$ cat src/rtl/pokey_serin.sv
// POKEY serial input shifter: deserialises an 8N1 stream on sin into SERIN.
// Raises data-ready, framing-error and overrun flags; bit timing comes from a half-bit tick.
module pokey_serin #(
   parameter int DATA_BITS   = 8,
   parameter int SYNC_STAGES = 2
) (
   input  logic                 clk,
   input  logic                 R,
   input  logic                 enn,
   input  logic                 half_tick,
   input  logic                 sin,
   input  logic                 rd,
   input  logic                 skres,
   output logic [DATA_BITS-1:0] serin_data,
   output logic                 data_ready,
   output logic                 frame_err,
   output logic                 overrun_err,
   output logic                 busy
);

   localparam int CNT_W = $clog2(DATA_BITS + 1);

   typedef enum logic [1:0] {IDLE, START, DATA, STOP} rxState_e;

   rxState_e               state;
   logic [SYNC_STAGES-1:0] syncReg;
   logic [SYNC_STAGES:0]   syncNext;
   logic                   ss;
   logic [DATA_BITS-1:0]   shiftReg;
   logic [CNT_W-1:0]       bitCnt;
   logic                   phase;
   logic                   armed;

   // syncReg[0] is the newest sample, syncReg[SYNC_STAGES-1] the settled one
   assign syncNext = {syncReg, sin};
   assign ss       = syncReg[SYNC_STAGES-1];
   assign busy     = (state != IDLE);

   always_ff @(negedge clk) begin
      if (R) begin
         state       <= IDLE;
         syncReg     <= '1;
         shiftReg    <= '0;
         bitCnt      <= '0;
         phase       <= 1'b0;
         armed       <= 1'b0;
         serin_data  <= '0;
         data_ready  <= 1'b0;
         frame_err   <= 1'b0;
         overrun_err <= 1'b0;
      end else if (enn) begin
         syncReg <= syncNext[SYNC_STAGES-1:0];

         // NOTE: the clears below are overridden by the later stop-bit sets in
         // this block, because the last non-blocking assignment to a reg wins.
         if (rd) data_ready <= 1'b0;
         if (skres) begin
            frame_err   <= 1'b0;
            overrun_err <= 1'b0;
         end

         case (state)
            IDLE: begin
               if (ss) begin
                  armed <= 1'b1;
               end else if (armed) begin
                  state  <= START;
                  phase  <= 1'b0;
                  bitCnt <= '0;
               end
            end

            START: begin
               if (half_tick) begin
                  if (ss) begin
                     state <= IDLE;
                  end else begin
                     state <= DATA;
                     phase <= 1'b0;
                  end
               end
            end

            DATA: begin
               if (half_tick) begin
                  phase <= ~phase;
                  if (phase) begin
                     shiftReg <= {ss, shiftReg[DATA_BITS-1:1]};
                     bitCnt   <= bitCnt + 1'b1;
                     if (bitCnt == CNT_W'(DATA_BITS - 1)) state <= STOP;
                  end
               end
            end

            STOP: begin
               if (half_tick) begin
                  phase <= ~phase;
                  if (phase) begin
                     serin_data <= shiftReg;
                     data_ready <= 1'b1;
                     if (!ss) begin
                        frame_err <= 1'b1;
                        armed     <= 1'b0;
                     end
                     // a read on this very edge acknowledges the previous byte
                     if (data_ready && !rd) overrun_err <= 1'b1;
                     state <= IDLE;
                  end
               end
            end

            default: state <= IDLE;
         endcase
      end
   end

endmodule
$ cat config.mk
export PLATFORM = sky130hd
export DESIGN_NAME = pokey_serin
export DESIGN_NICKNAME = d
export VERILOG_FILES = /design/src/rtl/pokey_serin.sv
export SDC_FILE = /design/constraint.sdc
export NUM_CORES = 1
export LEC_CHECK = 0
export CAP_MARGIN = 20
export CORE_ASPECT_RATIO = 0.75
export CORE_MARGIN = 8
export CORE_UTILIZATION = 52
export DETAILED_ROUTE_END_ITERATION = 10
export PLACE_DENSITY_LB_ADDON = 0.25
export RECOVER_POWER = 100
export SLEW_MARGIN = 20
export SYNTH_ARGS = -nofsm -noshare
export SYNTH_HDL_FRONTEND = slang
export SYNTH_SLANG_ARGS = --single-unit
$ cat constraint.sdc
create_clock -name clk -period 1.55 [get_ports clk]
set_clock_uncertainty 0.05 [all_clocks]
set_input_delay 0.155 -clock clk [delete_from_list [all_inputs] [get_ports clk]]
set_output_delay 0.155 -clock clk [all_outputs]
set_load 0.1 [all_outputs]
# Word-level counts from Yosys, hierarchy flattened
# Index checks and enable logic that the tools add are counted.
# totals
reg_bits	29
mem_bits_rw	0
memories	0
romBits	0
in_bits	7
latch_bits	0
# op_classes
mul	0
div_mod_pow	0
muxes	39
eq_ne	16
reduce_logical	13
bitwise	1
n_lt_le_gt_ge	0
add_sub_neg	1
shifts	0
# op_table
operator	count
$mux 1	22
$ne 2x2->1 const B	11
$mux 2	9
$reduce_and 6->1	3
$mux 4	4
$reduce_and 9->1	1
$pmux 2 s4	1
$pmux 4 s2	1
$reduce_and 4->1	2
$reduce_bool 2->1	3
$add 4x1->4 const B	1
$eq 2x2->1 const B	2
$eq 4x3->1 const B	1
$pmux 1 s3	1
$eq 2x1->1 const B	1
$logic_not 2->1	1
$ne 2x1->1 const B	1
$pmux 1 s2	1
$reduce_or 2->1	1
$logic_and 1x1->1	1
$logic_not 1->1	1
$not 1->1	1

# Depth between registers and ports, before layout
# Gate-level depths: netlist of run 1.
# logic_depth
ltp_word	6
depth_mapped	5
ltp_nobuf	4

==> flow_summary.toml, run 1 <==
[placed_design]
place_hpwl_um = 2730
place.gp.congestion = 0.856
port_buffers = 18
pre_cts_ws_ns = -0.882
dp.cells = 213

[timing]
setup_viol_count_final = 27
grt_setup_unrepaired = "true"
worst_pin_slew_ns = 0.373
hold_ws_ns = 0.451
timing.slew.headroom = 0.751
finalHoldViolCount = 0
slew_viol_final = 0
fin_ws_ns = -0.609

[clock_tree]
cts_tree = "done"
numCtsBuffers = 5
clkSinkCount = 29
h-tree-depth = 2
cts.clk_slew.worst_paths_ns = 0.07
clock_latency_ns = 0.43
cts_root_buf = "clkbuf_4"
cts_buffer_depth = 2

[routing]
via_count = 1683
top_layer = "met4"
wl_um = 6090
avgViaCountPerCell = 6.57
drt_drc_violations_left = 0
antenna_left = 0
drt_iter0_drc = 238
wl_per_cell_um = 23.8
firstDrtPassIters = 7
routed-wl-met2_um = 2670
route.met3.wl_um = 712
m1WireLength_um = 2250

[setup_path]
cp-endpoint = "busy"
critPathCaptureType = "primary output"
required_ns = 1.34
critPathArrivalTime_ns = 1.95
path_max_fanout = 2
r2r_start = "phase"
r2r-end = "shiftReg[6]"
start_kind = "flip-flop"
reg2reg_setup_slack_ns = 0
ff2ff_path_depth = 4
path_class = "reg2out"

[layout]
drive_above_1_share = 0.374
multiInputGateArea_um2 = 726
register_area_um2 = 623
post-route-util = 0.921
mostFrequentLayoutCell = "inv_1"
area_growth_pct = 66.1
diodes = 0
fillers = 77
fin_nets = 229
layout_common_cells = "inv_1, buf_4, a21oi_1, dfxtp_1"
fin_cells = 256

[floorplan]
core-area_mm2 = 0.00231
io_pins = 19
dieArea_mm2 = 0.00432
initial_core_util = 0.554
num_rows = 15
die_width_um = 73.3
chipHeight_um = 59.0

[logic_synthesis]
syn_nets = 159
synth-seq-cells = 29
synthArstFlopShare = 0
netlist_area_mm2 = 0.00128
synth_edf_count = 0
synth_seq_area_share = 0.454
synth_cell_types = 38
ys_warn_count = 0
synthCells = 151
synth-main-ff-cell = "dfxtp_1"
postSynthAreaPerCell_um2 = 8.48

[power_and_ir_drop]
p_leak_nw = 0.888
ir_worst_vdd_uv = 828
powerDensity_mw_per_mm2 = 966

[status]
status = "complete, but fails checks"
violations = "setup timing"

[global_routing]
grt_max_degree = 14
grt_usage = 0.281
grt_pass1_vias = 1704
grt_first_pass_wirelength_um = 8940
overflow = 0
grt_antenna_before_repair = 0

[flow_run]
drv_cap = 0

[min_path]
hp-class = "reg2reg"
power breakdown:
part	internal (mW)	total (mW)	switching, mW
combinational	0.0547	0.120	0.0658
clock	0.594	1.20	0.601
sequential	0.734	0.738	0.00452
total	1.38	2.05	0.671
sequential cells by signal, summed over array words and instances, names as in the netlist, named ones only:
name	count
serin_data	8
data_ready	1
frame_err	1
syncReg	2
shiftReg	8
armed	1
state	1
phase	1
overrun_err	1
bitCnt	4
worst max-delay path: stages (launching register included):
cell	delay, ns
dfxtp_2	0.32
or2_4	0.28
buf_12	0.17
per-stage QoR:
| stage | power, mW | instance area (um2) | setup TNS [ns] |
|---|---|---|---|
| 6_report | 2.05 | 2130 | -5.88 |
| 5_1_grt | 2.15 | 2130 | -6.28 |
| 4_1_cts | 1.99 | 2090 | -4.62 |
| 3_5_place_dp | 0.962 | 1820 | -22.36 |
| 3_3_place_gp | 0.956 | 1820 | -21.09 |
| 2_1_floorplan | 0.919 | 1440 | -2.88 |
repair_timing:
action                                  CTS  global route
endpoints found under the setup margin   41            22
hold endpoints to repair                  0             0
gates resized for setup                  18            10
buffers inserted                          4             3
hold buffers                              0             0
pin swaps                                 2             4
how the worst min path moves through the flow:
stage | startpoint | to | cells after the start | slack, ns
floorplan | syncReg[0] | syncReg[0] | 2 | 0.39
global placement | syncReg[0] | syncReg[0] | 2 | 0.40
CTS | shiftReg[0] | serin_data[0] | 2 | 0.42
detailed placement | shiftReg[0] | serin_data[0] | 2 | 0.42
global route | shiftReg[0] | serin_data[0] | 2 | 0.46
finish | shiftReg[0] | serin_data[0] | 2 | 0.45
logic make-up (layout without fill, tap and decap cells):
group	Yosys count	count (layout)	synth area share
DFF	29	29	0.454
AOI/OAI and AO/OA	46	46	0.213
buffers and inverters	15	86	0.0518
and+or+nand+nor	56	56	0.240
adders and majority gates	1	1	0.00977
muxes	4	4	0.0313
routing by layer:
layer  global-route usage  up-vias
li1                     -      692
met1                0.300      779
met2                0.419      159
met3                0.142       53
met4                0.204        0
met5                    0        -
cells in the mapped netlist, types with 2 or more instances:
library cell / n / area, um2
a311oi_1: 2 / 17.5
a22oi_1: 2 / 15.0
mux2i_1: 4 / 40.0
nand2_1: 11 / 41.3
dfxtp_1: 29 / 581
nor2b_1: 2 / 12.5
buf_2: 5 / 25.0
inv_1: 4 / 15.0
a21oi_1: 18 / 90.1
nor2_1: 4 / 15.0
nand4b_1: 2 / 17.5
or3_1: 2 / 12.5
nand2b_1: 2 / 12.5
o21ai_0: 16 / 80.1
o211a_1: 2 / 20.0
nand3_1: 19 / 95.1
clkbuf_1: 4 / 15.0
nand4_1: 3 / 18.8
area by class of cell:
cell class / instances / share of cell area
multi-input combinational: 107 / 0.341
sequential: 29 / 0.293
clock inverter: 32 / 0.0812
inverter: 4 / 0.00942
tap: 34 / 0.0200
timing repair buffer: 45 / 0.237
clock buffer: 5 / 0.0177
Power figures use the tool's default switching activity.
==> run 2, diff against run 1 <==
--- a/config.mk
+++ b/config.mk
@@ -16,3 +16,4 @@
 export SYNTH_ARGS = -nofsm -noshare
 export SYNTH_HDL_FRONTEND = slang
 export SYNTH_SLANG_ARGS = --single-unit
+export TNS_END_PERCENT = 10
==> constraint.sdc (replaced) <==
create_clock -name clk -period 2.2 [get_ports clk]
set_clock_uncertainty 0.05 [all_clocks]
set_input_delay 0.22 -clock clk [delete_from_list [all_inputs] [get_ports clk]]
set_output_delay 0.22 -clock clk [all_outputs]
set_load 0.1 [all_outputs]
==> run 2 against run 1 <==
The run still ends with setup timing left. Sequential share of layout area up 3.1 points. Non-clock buffer count down 12. Register-to-register slack better by 0.54 ns. Combinational power down 52%. Highest routed layer unchanged.
==> flow_summary.toml, run 2 (synthesized netlist as in run 1, its figures left out) <==
[layout]
area_growth_pct = 44.6
drive_above_1_share = 0.214
layout_common_cells = "inv_1, nand3_1, a21oi_1, dfxtp_1, o21ai_0"
diodes = 0
mostFrequentLayoutCell = "inv_1"
fin_area_mm2 = 0.00185
fin_nets = 217
top_regs = "serin_data: 8 flops, shiftReg: 8 flops, bitCnt: 4 flops"

[timing]
slew_viol_final = 0
finalHoldViolCount = 0
worst_pin_slew_ns = 0.456
fin_ws_ns = -0.277
timing.slew.headroom = 0.696
tns_ns = -1.24
setup_viol_count_final = 13
hold_ws_ns = 0.418
grt_setup_unrepaired = "true"

[floorplan]
dieArea_mm2 = 0.00432
die_width_um = 73.3
num_rows = 15
chipHeight_um = 59.0
io_pins = 19
initial_core_util = 0.554
core-area_mm2 = 0.00231

[placed_design]
placed_area_mm2 = 0.00170
pre_cts_ws_ns = -0.613
place.gp.congestion = 0.949
port_buffers = 18
place_hpwl_um = 2350

[power_and_ir_drop]
swShare = 0.338
intPower_mw = 0.737
p_leak_nw = 0.799
powerDensity_mw_per_mm2 = 602
switching_power_mw = 0.376
pwr-share-comb = 0.051
ir_worst_vdd_uv = 457
pwr-share-seq = 0.479
clkPwrFrac = 0.470

[global_routing]
grt_max_degree = 20
grt_antenna_before_repair = 0
grt_pass1_vias = 1357
overflow = 0
grt_first_pass_wirelength_um = 6140
grt_usage = 0.186

[setup_path]
start_kind = "flip-flop"
reg2reg_setup_slack_ns = 0.54
critPathCaptureType = "primary output"
required_ns = 1.93
critPathArrivalTime_ns = 2.21
path_class = "reg2out"
path_max_fanout = 2

[clock_tree]
hold_buffers = 0
clkSinkCount = 29
h-tree-depth = 2
cts.clk_slew.worst_paths_ns = 0.03
numCtsBuffers = 5
cts_root_buf = "clkbuf_4"
clock_latency_ns = 0.41
cts_tree = "done"
cts_buffer_depth = 2

[routing]
routed-wl-met2_um = 1890
avgViaCountPerCell = 5.78
drt_iter0_drc = 135
wl_um = 3940
drt_drc_violations_left = 0
wl_per_cell_um = 16.2
firstDrtPassIters = 4
via_count = 1410
m1WireLength_um = 1570
route.met3.wl_um = 332
top_layer = "met4"
antenna_left = 0

[flow_run]
drv_cap = 0

[status]
violations = "setup timing"
status = "complete, but fails checks"

[min_path]
hp-class = "reg2reg"
==> run 2: worst paths after layout <==
check	start	endpoint	cells past startpoint
max	flip-flop	busy	2
min	syncReg[0]	syncReg[0]	2
max reg2reg	phase	state[0]	3
min reg2reg	syncReg[0]	syncReg[0]	2
==> run 2: final cells by class <==
type | instances | area [um2]
Multi-Input combinational cell | 107 | 637
Sequential cell | 29 | 599
Fill cell | 161 | 458
Timing Repair Buffer | 33 | 398
Clock inverter | 32 | 120
Tap cell | 34 | 42.5
Clock buffer | 5 | 37.5
Inverter | 4 | 16.3
==> run 2: timing repair <==
item | CTS | global route
endpoints found under the setup margin | 38 | 14
hold endpoints to repair | 0 | 0
pin swaps | 1 | 0
setup buffers | 1 | 0
resized for setup | 15 | 4
==> run 2: per-layer routing <==
| metal | up-vias | global-route usage |
|---|---|---|
| met4 | 0 | 0.133 |
| met2 | 87 | 0.276 |
| met3 | 16 | 0.0763 |
| li1 | 670 | - |
| met5 | - | 0 |
| met1 | 637 | 0.211 |
==> run 2: critical path: stages (launching register included) <==
cell and delay (ns):
dfxtp_1 0.30, or2_4 0.26, buf_12 0.17
==> run 2: through the flow <==
| step | util | total power, mW | instances |
|---|---|---|---|
| 4_1_cts | 0.811 | 1.12 | 244 |
| 3_3_place_gp | 0.735 | 0.683 | 207 |
| 6_report | 0.802 | 1.11 | 244 |
| 2_1_floorplan | - | 0.654 | 151 |
| 3_5_place_dp | 0.735 | 0.685 | 207 |
| 5_1_grt | 0.802 | 1.18 | 244 |
==> run 2: power groups by stage <==
| stage | Combinational [mW] | Clock, mW | Sequential (mW) |
|---|---|---|---|
| 2_1_floorplan | 0.0285 | 0.0834 | 0.543 |
| 3_3_place_gp | 0.0564 | 0.0834 | 0.544 |
| 3_5_place_dp | 0.0576 | 0.0834 | 0.544 |
| 4_1_cts | 0.0574 | 0.524 | 0.535 |
| 5_1_grt | 0.0614 | 0.590 | 0.532 |
| 6_report | 0.0571 | 0.524 | 0.533 |
==> patch: new RTL, config.mk and constraints of run 1 <==
Change the parameter `DATA_BITS` from 8 to 16.
--- a/src/rtl/pokey_serin.sv
+++ b/src/rtl/pokey_serin.sv
@@ -3,3 +3,3 @@
 module pokey_serin #(
-   parameter int DATA_BITS   = 8,
+   parameter int DATA_BITS   = 16,
    parameter int SYNC_STAGES = 2
Interface: changed (resized serin_data); port bits go from 19 to 27. The function was not compared with the original's and may differ.
==> patch against run 1 <==
  * The run now fails in global routing
  * Area after synthesis increased by 47%
==> patch: results (changes against run 1) <==
Post-synth top cells nand2_1 (80), dfxtp_1 (46), a21oi_1 (37), clkbuf_1 (5), inv_1 (5); ys flop type dfxtp_1; htree depth 2 (unchanged); CTS root buf clkbuf_8; Post-synth EDFFs 0 (unchanged); synthesized flop and latch total 46 (+59%); Post-DP HPWL 3122 um (+14%); Synth cell types 37 (-2.6%); worst endpoint from the post-global-route timing repair busy; outcome aborted with a tool error; post-synthesis sequential area ratio 0.4903 (+0.03677); pin count of the biggest net entering global routing 23; gpl congestion 0.8168 (-4.6%); ranking of synthesized cells by area dfxtp_1 (49%), nand2_1 (16%), a21oi_1 (9.9%); Exit stage global routing; stop err [ERROR DPL-0038] Utilization greater than 100%, impossible to legalize; syn_nets 239 (+50%); Synth Warn # 0 (unchanged); I/O Buffers 26 (+8); Post-synth ARST share 0 (unchanged); kind of the worst endpoint top-level output; DP Worst Slack -0.8473 ns (+0.03479 ns); clk buf depth 2 (unchanged); TritonCTS Buffers 5 (unchanged)
patch: cell count changes after synthesis, moves of 14 or more:
cell / delta
nand2_1: +69
a21oi_1: +19
dfxtp_1: +17
nand3_1: -16
o21ai_0: -14
patch: metrics by stage:
stage	util	TNS (ns)	cells	cell area, um^2
3_5_place_dp	0.7432	-36.52	307	2650
4_1_cts	0.9214	-8.541	369	3286
2_1_floorplan	-	-4.729	230	2038
3_3_place_gp	0.7432	-35.38	307	2650
patch: repair_timing:
action,CTS
endpoints found under the setup margin,66
hold buffers,0
setup buffers,6
gates resized for setup,80
cloned,3
pin swaps,36
patch: cells by family after synthesis:
family / Yosys count / synth area share
AO/OA/AOI/OAI: 50 / 0.1512
flip-flops: 46 / 0.4903
adder cells (fa/ha/maj): 2 / 0.01332
AND/OR/NAND/NOR: 108 / 0.2638
multiplexers: 5 / 0.02732
buffers and inverters: 19 / 0.05396
